--- src/rtl/pwd_lock_sequencer_pkg.sv ---
`default_nettype none
// ============================================================================
// Module   : pwd_pkg
// Purpose  : Shared state encoding and default constants for the password
//            lock access-control sequencer and its timebase.
// Revision : 1.0 - initial release
// ============================================================================
package pwd_pkg;

  // Binary 2-bit encoding; code 2'b11 is unused and recovers to ARMED.
  typedef enum logic [1:0] {
    ST_ARMED    = 2'b00,
    ST_UNLOCKED = 2'b01,
    ST_LOCKOUT  = 2'b10
  } state_t;

  localparam int CLK_FREQ_HZ         = 50_000_000;
  localparam int DEFAULT_MAX_FAILS   = 3;
  localparam int DEFAULT_LOCK_SECS   = 30;
  localparam int DEFAULT_UNLOCK_SECS = 10;

  // Larger of two integers, used to size the shared countdown register.
  function automatic int max_int(input int a, input int b);
    return (a > b) ? a : b;
  endfunction

endpackage
`default_nettype wire

--- src/rtl/pwd_lock_sequencer_tick_gen.sv ---
`default_nettype none
// ============================================================================
// Module   : tick_gen
// Purpose  : Restartable tick generator. Emits a one-cycle pulse every
//            CLK_FREQ/TICK_FREQ clocks; restart realigns the period so the
//            next pulse lands exactly TICK_DIV cycles after the restart cycle.
// Revision : 1.0 - initial release
// ============================================================================
module tick_gen
  import pwd_pkg::*;
#(
  parameter int CLK_FREQ  = CLK_FREQ_HZ,
  parameter int TICK_FREQ = 1
) (
  input  logic CLK,
  input  logic RST,
  input  logic restart,
  output logic tick
);

  localparam int c_tick_div = CLK_FREQ / TICK_FREQ;
  localparam int c_cnt_w    = $clog2(c_tick_div);

  localparam logic [c_cnt_w-1:0] c_cnt_last = c_cnt_w'(c_tick_div - 1);
  // Pulse is registered, so it is raised one count early to coincide with
  // the cycle in which the counter sits at its last value and wraps.
  localparam logic [c_cnt_w-1:0] c_cnt_pre  = c_cnt_w'(c_tick_div - 2);

  logic [c_cnt_w-1:0] r_cnt;
  logic               r_tick;

  // Free-running divider with synchronous clear on reset or restart.
  always_ff @(posedge CLK) begin
    if (RST || restart) begin
      r_cnt  <= '0;
      r_tick <= 1'b0;
    end else begin
      r_cnt  <= (r_cnt == c_cnt_last) ? '0 : r_cnt + c_cnt_w'(1);
      r_tick <= (r_cnt == c_cnt_pre);
    end
  end

  assign tick = r_tick;

endmodule
`default_nettype wire

--- src/rtl/pwd_lock_sequencer.sv ---
`default_nettype none
// ============================================================================
// Module   : pwd_lock_sequencer
// Purpose  : Access-control sequencer for the password lock. Tracks
//            consecutive failures, times the UNLOCKED window and the LOCKOUT
//            penalty against a restartable tick, and drives status outputs.
// Revision : 1.0 - initial release
// ============================================================================
module pwd_lock_sequencer
  import pwd_pkg::*;
#(
  parameter int CLK_FREQ    = CLK_FREQ_HZ,
  parameter int TICK_FREQ   = 1,
  parameter int MAX_FAILS   = DEFAULT_MAX_FAILS,
  parameter int LOCK_SECS   = DEFAULT_LOCK_SECS,
  parameter int UNLOCK_SECS = DEFAULT_UNLOCK_SECS
) (
  input  logic                                                  CLK,
  input  logic                                                  RST,
  input  logic                                                  attempt_valid,
  input  logic                                                  attempt_ok,
  input  logic                                                  relock,
  output logic                                                  unlocked,
  output logic                                                  locked_out,
  output logic [$clog2(MAX_FAILS+1)-1:0]                        fail_count,
  output logic [$clog2(max_int(LOCK_SECS, UNLOCK_SECS)+1)-1:0]  secs_left,
  output logic                                                  reject,
  output logic                                                  tick
);

  localparam int c_fail_w = $clog2(MAX_FAILS + 1);
  localparam int c_sec_w  = $clog2(max_int(LOCK_SECS, UNLOCK_SECS) + 1);

  localparam logic [c_fail_w-1:0] c_max_fails   = c_fail_w'(MAX_FAILS);
  localparam logic [c_sec_w-1:0]  c_lock_secs   = c_sec_w'(LOCK_SECS);
  localparam logic [c_sec_w-1:0]  c_unlock_secs = c_sec_w'(UNLOCK_SECS);
  localparam logic [c_sec_w-1:0]  c_sec_one     = c_sec_w'(1);

  state_t              r_state,    w_state_nxt;
  logic [c_fail_w-1:0] r_fail,     w_fail_nxt, w_fail_inc;
  logic [c_sec_w-1:0]  r_secs,     w_secs_nxt;
  logic                r_reject,   w_reject_nxt;
  logic                r_unlocked, r_locked_out;
  logic                w_restart;
  logic                w_tick;

  tick_gen #(
    .CLK_FREQ  (CLK_FREQ),
    .TICK_FREQ (TICK_FREQ)
  ) u_tick_gen (
    .CLK     (CLK),
    .RST     (RST),
    .restart (w_restart),
    .tick    (w_tick)
  );

  assign w_fail_inc = r_fail + c_fail_w'(1);

  // Next-state, counter updates, reject pulse and timebase restart request.
  always_comb begin
    w_state_nxt  = r_state;
    w_fail_nxt   = r_fail;
    w_secs_nxt   = r_secs;
    w_reject_nxt = 1'b0;
    w_restart    = 1'b0;
    case (r_state)
      ST_ARMED: begin
        if (attempt_valid) begin
          if (attempt_ok) begin
            w_state_nxt = ST_UNLOCKED;
            w_fail_nxt  = '0;
            w_secs_nxt  = c_unlock_secs;
            w_restart   = 1'b1;
          end else if (w_fail_inc == c_max_fails) begin
            w_state_nxt = ST_LOCKOUT;
            w_fail_nxt  = c_max_fails;
            w_secs_nxt  = c_lock_secs;
            w_restart   = 1'b1;
          end else begin
            w_fail_nxt  = w_fail_inc;
          end
        end
      end
      ST_UNLOCKED: begin
        w_reject_nxt = attempt_valid;
        if (relock) begin
          w_state_nxt = ST_ARMED;
          w_secs_nxt  = '0;
        end else if (w_tick) begin
          if (r_secs <= c_sec_one) begin
            w_state_nxt = ST_ARMED;
            w_secs_nxt  = '0;
          end else begin
            w_secs_nxt  = r_secs - c_sec_one;
          end
        end
      end
      ST_LOCKOUT: begin
        w_reject_nxt = attempt_valid;
        w_fail_nxt   = c_max_fails;
        if (w_tick) begin
          if (r_secs <= c_sec_one) begin
            w_state_nxt = ST_ARMED;
            w_fail_nxt  = '0;
            w_secs_nxt  = '0;
          end else begin
            w_secs_nxt  = r_secs - c_sec_one;
          end
        end
      end
      default: begin
        w_state_nxt = ST_ARMED;
        w_fail_nxt  = '0;
        w_secs_nxt  = '0;
      end
    endcase
  end

  // State, counters and status flags, all registered from the next-state view.
  always_ff @(posedge CLK) begin
    if (RST) begin
      r_state      <= ST_ARMED;
      r_fail       <= '0;
      r_secs       <= '0;
      r_reject     <= 1'b0;
      r_unlocked   <= 1'b0;
      r_locked_out <= 1'b0;
    end else begin
      r_state      <= w_state_nxt;
      r_fail       <= w_fail_nxt;
      r_secs       <= w_secs_nxt;
      r_reject     <= w_reject_nxt;
      r_unlocked   <= (w_state_nxt == ST_UNLOCKED);
      r_locked_out <= (w_state_nxt == ST_LOCKOUT);
    end
  end

  assign unlocked   = r_unlocked;
  assign locked_out = r_locked_out;
  assign fail_count = r_fail;
  assign secs_left  = r_secs;
  assign reject     = r_reject;
  assign tick       = w_tick;

endmodule
`default_nettype wire

--- config.mk ---
export PLATFORM = sky130hd
export DESIGN_NAME = pwd_lock_sequencer
export DESIGN_NICKNAME = d
export VERILOG_FILES = /design/src/rtl/pwd_lock_sequencer_pkg.sv /design/src/rtl/pwd_lock_sequencer_tick_gen.sv /design/src/rtl/pwd_lock_sequencer.sv
export SDC_FILE = /design/constraint.sdc
export NUM_CORES = 1
export LEC_CHECK = 0
export CORE_ASPECT_RATIO = 1.2
export CORE_UTILIZATION = 25
export DETAILED_ROUTE_END_ITERATION = 8
export PLACE_DENSITY_LB_ADDON = 0.15
export SETUP_SLACK_MARGIN = 0.05
export SYNTH_ARGS = -nofsm -noshare
export SYNTH_HDL_FRONTEND = slang
export SYNTH_SLANG_ARGS = --single-unit
--- constraint.sdc ---
create_clock -name CLK -period 2 [get_ports CLK]
set_clock_uncertainty 0.1 [all_clocks]
set_input_delay 0.2 -clock CLK [delete_from_list [all_inputs] [get_ports CLK]]
set_output_delay 0.2 -clock CLK [all_outputs]
set_load 0.05 [all_outputs]
== Yosys cells after proc, flatten, opt, wreduce, memory -nomap -nowiden ==
Cells that the tools add are included.
Operators by class
  add/sub/neg operators: 3
  multiply operators: 0
  div/mod/pow operators: 0
  order comparisons: 1
  equal/unequal tests: 9
  shift-type cells: 0
  muxes and demuxes: 24
  bitwise gates (word level): 2
  reduce and logical (&&, ||, !) cells: 7
Operators by type and width (number)
  $eq 26x26->1 const B: 2
  $mux 5: 6
  $add 26x1->26 const B: 1
  $mux 2: 11
  $pmux 5 s3: 1
  $pmux 2 s3: 2
  $eq 2x2->1 const B: 3
  $reduce_or 2->1: 3
  $le 5x1->1 const B: 1
  $sub 5x1->5 const B: 1
  $eq 2x1->1 const B: 2
  $mux 1: 4
  $reduce_and 2->1: 2
  $ne 3x3->1 const B: 1
  $add 2x1->2 const B: 1
  $logic_not 2->1: 1
  $ne 2x2->1 const B: 1
  $not 1->1: 2
  $logic_or 1x1->1: 1
Word-level totals
  register bits after elaboration: 39
  bits in latches: 0
  bits in writable memories: 0
  ROM bits: 0
  input port bits: 5
  output and inout bits: 11
  logic and storage cells: 54
  memories kept: 0

== Logic depth before layout (Yosys ltp) ==
Gate-level depths: netlist of run 1.
  word-level depth: 8
  mapped depth: 7
  mapped depth without buffers: 6

== Cells and area by module ==
Synthesis of run 1 repeated with hierarchy kept, for this count alone.
Unflattened totals
  cells, all modules: 251
  area, all modules: 2137.0 sq um
By module, submodules not included
  tick_gen: times used 1, cells each 149, area each 1292.5 sq um, seq. area each 540.5 sq um
  pwd_lock_sequencer: times used 1, cells each 102, area each 844.6 sq um, seq. area each 240.2 sq um

== Worst setup path after synthesis of run 1 ==
Ideal clock, no wire load.
  kind: register to register
  start: register r_secs[1] (netlist: secs_left[1])
  end: register r_secs[0] (netlist: secs_left[0])
  setup time: 0.070 ns
  data arrival time: 2.258 ns
  data required time: 1.830 ns
  setup slack: -0.428 ns
  cell stages (with the launch flop): 7
  path buffers: 0
  period minus slack after synthesis: 2.428 ns
  path through: dfxtp_1 inv_1 ha_1 o21bai_1 a22oi_1 or4b_2 a21oi_1
Between the ends
  word-level cells in the longest chain between the ends: 5
Ends and longest elaborated chain
  start, declared: line pwd_lock_sequencer.sv:41  | logic [c_sec_w-1:0] r_secs, w_secs_nxt;
  start signal, assigned: line pwd_lock_sequencer.sv:131  | r_secs <= w_secs_nxt;
  $le 5x1->1 (*): line pwd_lock_sequencer.sv:90, pwd_lock_sequencer.sv:102
  $mux 5 (*): line pwd_lock_sequencer.sv:90, pwd_lock_sequencer.sv:102
  $mux 5 (*): line pwd_lock_sequencer.sv:89  | end else if (w_tick) begin
  $mux 5: line pwd_lock_sequencer.sv:86  | if (relock) begin
  $pmux 5 s3 (*): line pwd_lock_sequencer.sv:66  | case (r_state)
Every way passes the cells marked *; elsewhere a longest branch is shown, timed or not.
A chain may end at the register's enable or synchronous reset.

== Worst setup path after layout of run 1 ==
  start: register u_tick_gen.r_cnt[8]
  end: register u_tick_gen.r_cnt[17]
Between the ends
  word-level cells in the longest chain between the ends: 2
  elaborated cells between the ends (all ways): 3
  those cells by class: add/sub: 1; eq/ne: 1; reduce/logical: 1
Ends and longest elaborated chain
  start, declared: line pwd_lock_sequencer_tick_gen.sv:29  | logic [c_cnt_w-1:0] r_cnt;
  start signal, assigned: line pwd_lock_sequencer_tick_gen.sv:38  | r_cnt <= (r_cnt == c_cnt_last) ? '0 : r_cnt + c_cnt_w'(1);
  parallel branches: the longest is 2 deep, another holds $add 26x1->26
Parallel ways; which one is timed is not known.

==> results_dict.tcl, run 1 <==
set metrics [dict create \
    yosysTopAreaCell "dfxtp_1" \
    finalPower_mw 1.62 \
    synthArstFlopShare_pct 0 \
    worst_slew_pin_slew_ps 523 \
    gp_congestion 0.736 \
    antenna_found_initial 0 \
    design.portCount 16 \
    cts.sink_count 39 \
    hold_viol 0 \
    synth_seq_cells 39 \
    drt_iter0_drc 39 \
    dr.pass1.iters 4 \
    start_util_pct 25.7 \
    period_minus_slack_ps 2010 \
    fmax_ghz 0.498 \
    drive_gt1_share_pct 33.1 \
    slew_headroom_pct 64.8 \
    cts_buffers 5 \
    netlist_area_mm2 0.00209 \
    fin_crit_sh_pct 100 \
    rows 36 \
    critPathTopFamily "simple AND/OR/NAND/NOR gates" \
    clk_path_buf_depth 2 \
    cap_violations 0 \
    synth_most_common_cell "dfxtp_1" \
    ir_drop_v 0.000283 \
    path_buf_inv 1 \
    outcome "finished, violations left" \
    synth_common_cells "39 x dfxtp_1, 16 x a211oi_1, 15 x nor2_1, 15 x nor3_1" \
    cts_hold_buf 0 \
    area_delta_synth_final_pct 41.8 \
    switching_power_mw 0.428 \
    synth_nets 263 \
    violations "setup timing" \
    synth-warning-count 0 \
    slew_viol_final 0 \
    grt_use_total_pct 14.4 \
    dieArea_mm2 0.00872 \
    nNetsFinal 324 \
    cts_htree_levels 2 \
    cp.arrival_ps 2130 \
    yosysUniqueCellTypes 38 \
    globalRouteOverflowTotal 0 \
    syn_inst 249 \
    worst_slack_ps -8.14 \
    synth-main-ff-cell "dfxtp_1" \
    p_per_area_mw_per_mm2 548 \
    worst_setup_path_end_kind "register" \
    syn_area_per_cell_um2 8.38 \
    antenna_cells 0 \
    setup_violations 1 \
    root_buffer "clkbuf_8" \
    slowest_stage "or4_1" \
    clk_pin_slew_ps 80 \
    wirelength_um 5910 \
    clkPwrFrac_pct 36.9 \
    die_x_um 85.4 \
    critPathKind "reg2reg" \
    num-fill-cells 850 \
    clock_latency_ps 290 \
    path_cells "nand4_1 > or4_4 > buf_6 > or4_1 > a211oi_2" \
    routedWlPerCell_um 14.6 \
    leakagePower_nw 1.02 \
    cp_slowest_stage_delay_ps 490 \
    power.internal_mw 1.19 \
    p_comb_share_pct 13.0 \
    power_frac_seq_pct 50.1 \
    vias 2073 \
    die_h_um 102 \
    synth_top_area_share_pct 37.4 \
    start_kind "register" \
    grt_pass1_wl_um 9960 \
    min_path_type "reg2reg" \
    avgViaCountPerCell 5.11 \
    cp.required_ps 2120 \
    drc_errors 0 \
    cts_tree "done" \
    ys_seq_area_share_pct 37.4 \
    fin_util_pct 36.5 \
    final.setup.tns_ps -8.14 \
    core-area_mm2 0.00811 \
    grt_pass1_vias 2077 \
    final_cell_count_no_fill 406 \
    hold_slack_ps 387 \
    switching_share_pct 26.4 \
    dp_cells 394 \
    rsz0062_at_grt "yes" \
    synth_area_leaders "dfxtp_1 37%, a211oi_1 5.8%, ha_1 5.4%, or4_1 4.7%, nor3_1 3.6%" \
    synth-edff-count 0 \
    cp_max_fo 13 \
    grt_start_max_net_pins 19 \
    hpwl_um 4230 \
    ant_nets 0 \
    io_buffers 15 \
]
==> tightest hold or removal path, delay by kind of cell, from the launching register on <==
family	cells	cell delay, ps
DFF	1	350
and+or+nand+nor	1	50
AOI/OAI and AO/OA	1	50
==> logic make-up (layout without fill, tap and decap cells) <==
kind of cell	after synthesis	in the layout	share of synthesized area [%]
xor+xnor	11	11	4.62
compound gates	58	58	18.7
simple gates	105	105	28.6
buf+inv	27	89	5.28
flops	39	39	37.4
fa+ha+maj	9	9	5.40
==> cell usage in the layout, fill, tap and decap left out, drive strengths merged, types with 2 or more instances in the layout <==
cell type | netlist | final
buf | 2 | 52
dfxtp | 39 | 39
a211oi | 16 | 16
nor2 | 15 | 15
nor3 | 15 | 15
inv | 14 | 14
nand2 | 14 | 14
clkdlybuf4s50 | 0 | 14
or4 | 13 | 13
a21oi | 10 | 10
o31ai | 10 | 10
o21ai | 10 | 10
nand3 | 10 | 10
ha | 9 | 9
xnor2 | 8 | 8
clkbuf | 11 | 8
nand4 | 7 | 7
or3 | 7 | 7
nor4 | 4 | 4
nor4b | 4 | 4
nand2b | 4 | 4
and3 | 4 | 4
xor2 | 3 | 3
and2 | 3 | 3
o21bai | 3 | 3
nor2b | 2 | 2
a2111oi | 2 | 2
a22oi | 2 | 2
==> path summary, 6_finish.rpt <==
check	from	end	slack (ps)	depth (start not counted)
hold reg to reg	fail_count[1]	fail_count[1]	390	2
setup / recovery	u_tick_gen.r_cnt[8]	u_tick_gen.r_cnt[17]	-8	5
setup reg to reg	u_tick_gen.r_cnt[8]	u_tick_gen.r_cnt[17]	-8	5
hold / removal	fail_count[1]	fail_count[1]	390	2
==> layer usage <==
metal	part of all wire (%)	track usage [%]
met1	46	16.8
met2	50	26.3
met3	2.3	2.58
met4	2.0	5.51
met5	0	0
==> area by class of cell <==
type,count,area [um^2],area share (%)
inverters,14,52.6,1.78
well taps,95,119,4.02
flip-flops and latches,39,812,27.4
clock buffers,8,100,3.38
repair buffers,67,554,18.7
multi-input cells,183,1320,44.7
==> stage by stage <==
step	instance area (um^2)	setup slack [ps]
2_1_floorplan	2140	50.4
3_3_place_gp	2720	-11.9
3_5_place_dp	2720	-34.6
4_1_cts	2900	23.3
5_1_grt	2960	-62.5
6_report	2960	-8.14
==> power groups by stage <==
| stage | clock, mW | sequential [mW] | combinational [mW] |
|---|---|---|---|
| 6_report | 0.599 | 0.813 | 0.211 |
| 5_1_grt | 0.649 | 0.815 | 0.233 |
| 4_1_cts | 0.617 | 0.812 | 0.208 |
| 3_5_place_dp | 0 | 0.831 | 0.205 |
| 3_3_place_gp | 0 | 0.831 | 0.206 |
| 2_1_floorplan | 0 | 0.863 | 0.0857 |
==> state kept, by name, indices dropped and copies added, names as in the netlist <==
| register | flops |
|---|---|
| u_tick_gen.r_cnt | 26 |
| unlocked | 1 |
| u_tick_gen.tick | 1 |
| secs_left | 5 |
| r_state | 2 |
| reject | 1 |
| fail_count | 2 |
| locked_out | 1 |
==> timing repair <==
| action | in CTS | in global routing |
|---|---|---|
| endpoints found under the setup margin | 13 | 18 |
| cloned | 0 | 0 |
| pin swaps | 1 | 6 |
| resized for setup | 14 | 16 |
| buffers inserted | 3 | 1 |
(Power assumes the default switching activity.)
==> run 2, diff against run 1 <==
- GPL_TIMING_DRIVEN: default -> 0
- SETUP_SLACK_MARGIN: 0.05 -> 0.1
==> run 2 against run 1 <==
Net effect: the run still ends with setup timing left; critical path depth unchanged; combinational power down 2%; routed wire length down 1.4%; highest routed layer unchanged; sequential power down 1%; largest cell class unchanged; fmax down 0.42%; worst hold slack better by 6.3 ps; die area unchanged; largest power group unchanged; clock power down 1%; final cell count down 3.2%; sequential share of layout area up 0.42 points.
==> results_dict.tcl, run 2 (synthesized netlist as in run 1, its figures left out) <==
set metrics [dict create \
    outcome "finished, violations left" \
    violations "setup timing" \
    leakagePower_nw 1.03 \
    wirelength_um 5830 \
    nNetsFinal 311 \
    grt_use_total_pct 13.2 \
    worst_slew_pin_slew_ps 643 \
    worst_slack_ps -16.6 \
    ir_drop_v 0.000275 \
    gr-usage-met3_pct 3.07 \
    die_h_um 102 \
    met1_usage_pct 16.4 \
    globalRouteOverflowTotal 0 \
    largest_reg_flops 26 \
    final_cell_count_no_fill 393 \
    gp_congestion 0.806 \
    period_minus_slack_ps 2020 \
    root_buffer "clkbuf_8" \
    grt_pass1_vias 1802 \
    start_kind "register" \
    num-fill-cells 823 \
    dpl_cell_area_mm2 0.00242 \
    slew_viol_final 0 \
    antenna_found_initial 0 \
    clk_path_buf_depth 2 \
    largest-register "u_tick_gen.r_cnt" \
    fmax_ghz 0.496 \
    cts_tree "done" \
    worst_setup_path_end_kind "register" \
    area_delta_synth_final_pct 46.1 \
    fin_util_pct 37.6 \
    dieArea_mm2 0.00872 \
    cts_htree_levels 2 \
    drc_errors 0 \
    layout_commonest_cell "buf_4" \
    grt.busiest_layer "met2" \
    rsz0062_at_grt "yes" \
    fin_area_mm2 0.00305 \
    fin_crit_sh_pct 101 \
    clock_latency_ps 290 \
    drt_iter0_drc 47 \
    dp_cells 359 \
    cts_buffers 5 \
    p_per_area_mw_per_mm2 525 \
    finalPower_mw 1.60 \
    final.setup.tns_ps -16.6 \
    critPathKind "reg2reg" \
    ant_nets 0 \
    min_path_type "reg2reg" \
    die_x_um 85.4 \
    grt_start_max_net_pins 12 \
    cp_max_fo 8 \
    final_cell_mix "28 x buf_4, 15 x nor2_1, 15 x dfxtp_4" \
    drive_gt1_share_pct 37.6 \
    clk_pin_slew_ps 80 \
    rows 36 \
    io_buffers 15 \
    design.portCount 16 \
    core-area_mm2 0.00811 \
    cts.sink_count 39 \
    dr.pass1.iters 4 \
    cap_violations 0 \
    globalRouteMet2Util_pct 22.0 \
    setup_violations 1 \
    slew_headroom_pct 57.1 \
    regArea_um2 850 \
    cp.required_ps 2110 \
    hpwl_um 3650 \
    start_util_pct 25.7 \
    hold_viol 0 \
    multi_input_area_mm2 0.00146 \
    cp.arrival_ps 2130 \
    vias 2038 \
    grt_pass1_wl_um 9020 \
    cts_hold_buf 0 \
    avgViaCountPerCell 5.19 \
    routedWlPerCell_um 14.8 \
    antenna_cells 0 \
]
[run 2: layout make-up]
type / count / share of cell area [%]
tap: 95 / 3.90
timing repair buffer: 42 / 11.7
inverter: 14 / 1.72
sequential: 39 / 27.9
clock buffer: 8 / 3.28
buffer: 12 / 3.82
multi-input combinational: 183 / 47.7
[run 2: final timing paths]
path,from,endpoint,slack (ps),depth (start not counted)
max,u_tick_gen.r_cnt[12],u_tick_gen.r_cnt[25],-20,5
min reg2reg,fail_count[1],fail_count[1],390,2
min,fail_count[1],fail_count[1],390,2
max reg2reg,u_tick_gen.r_cnt[12],u_tick_gen.r_cnt[25],-20,5
[run 2: repair_timing]
| item | in CTS | in global routing |
|---|---|---|
| gates resized for setup | 32 | 69 |
| pin swaps | 15 | 20 |
| endpoints found under the setup margin | 33 | 33 |
| buffers inserted | 18 | 10 |
[run 2: critical path: stages, from the launching register on]
cell and delay (ps):
dfxtp_4 380, nand3_4 70, or4_4 530, buf_6 150
or4_4 480, a211oi_2 230
[run 2: through the flow]
step                      hold slack (ps)  worst slack [ps]
final                                 393             -16.6
after global routing                  427             -66.6
after detailed placement              379              -482
after floorplan                       214              50.4
after CTS                             391             -14.5
after global placement                371              -489
[run 2: layer usage]
metal	up-vias	wire, um
met5	-	0
met4	0	96
met3	9	198
met2	35	2930
met1	963	2610
li1	1031	-
[run 2: power breakdown]
part / switching, mW / internal, mW
clock: 0.278 / 0.315
combinational: 0.123 / 0.0832
sequential: 0.0228 / 0.778
==> run 3, diff against run 2 <==
- CAP_MARGIN: default -> 20
==> results of run 3 <==
No change in the layout: final DEF, timing and power equal those of run 2.
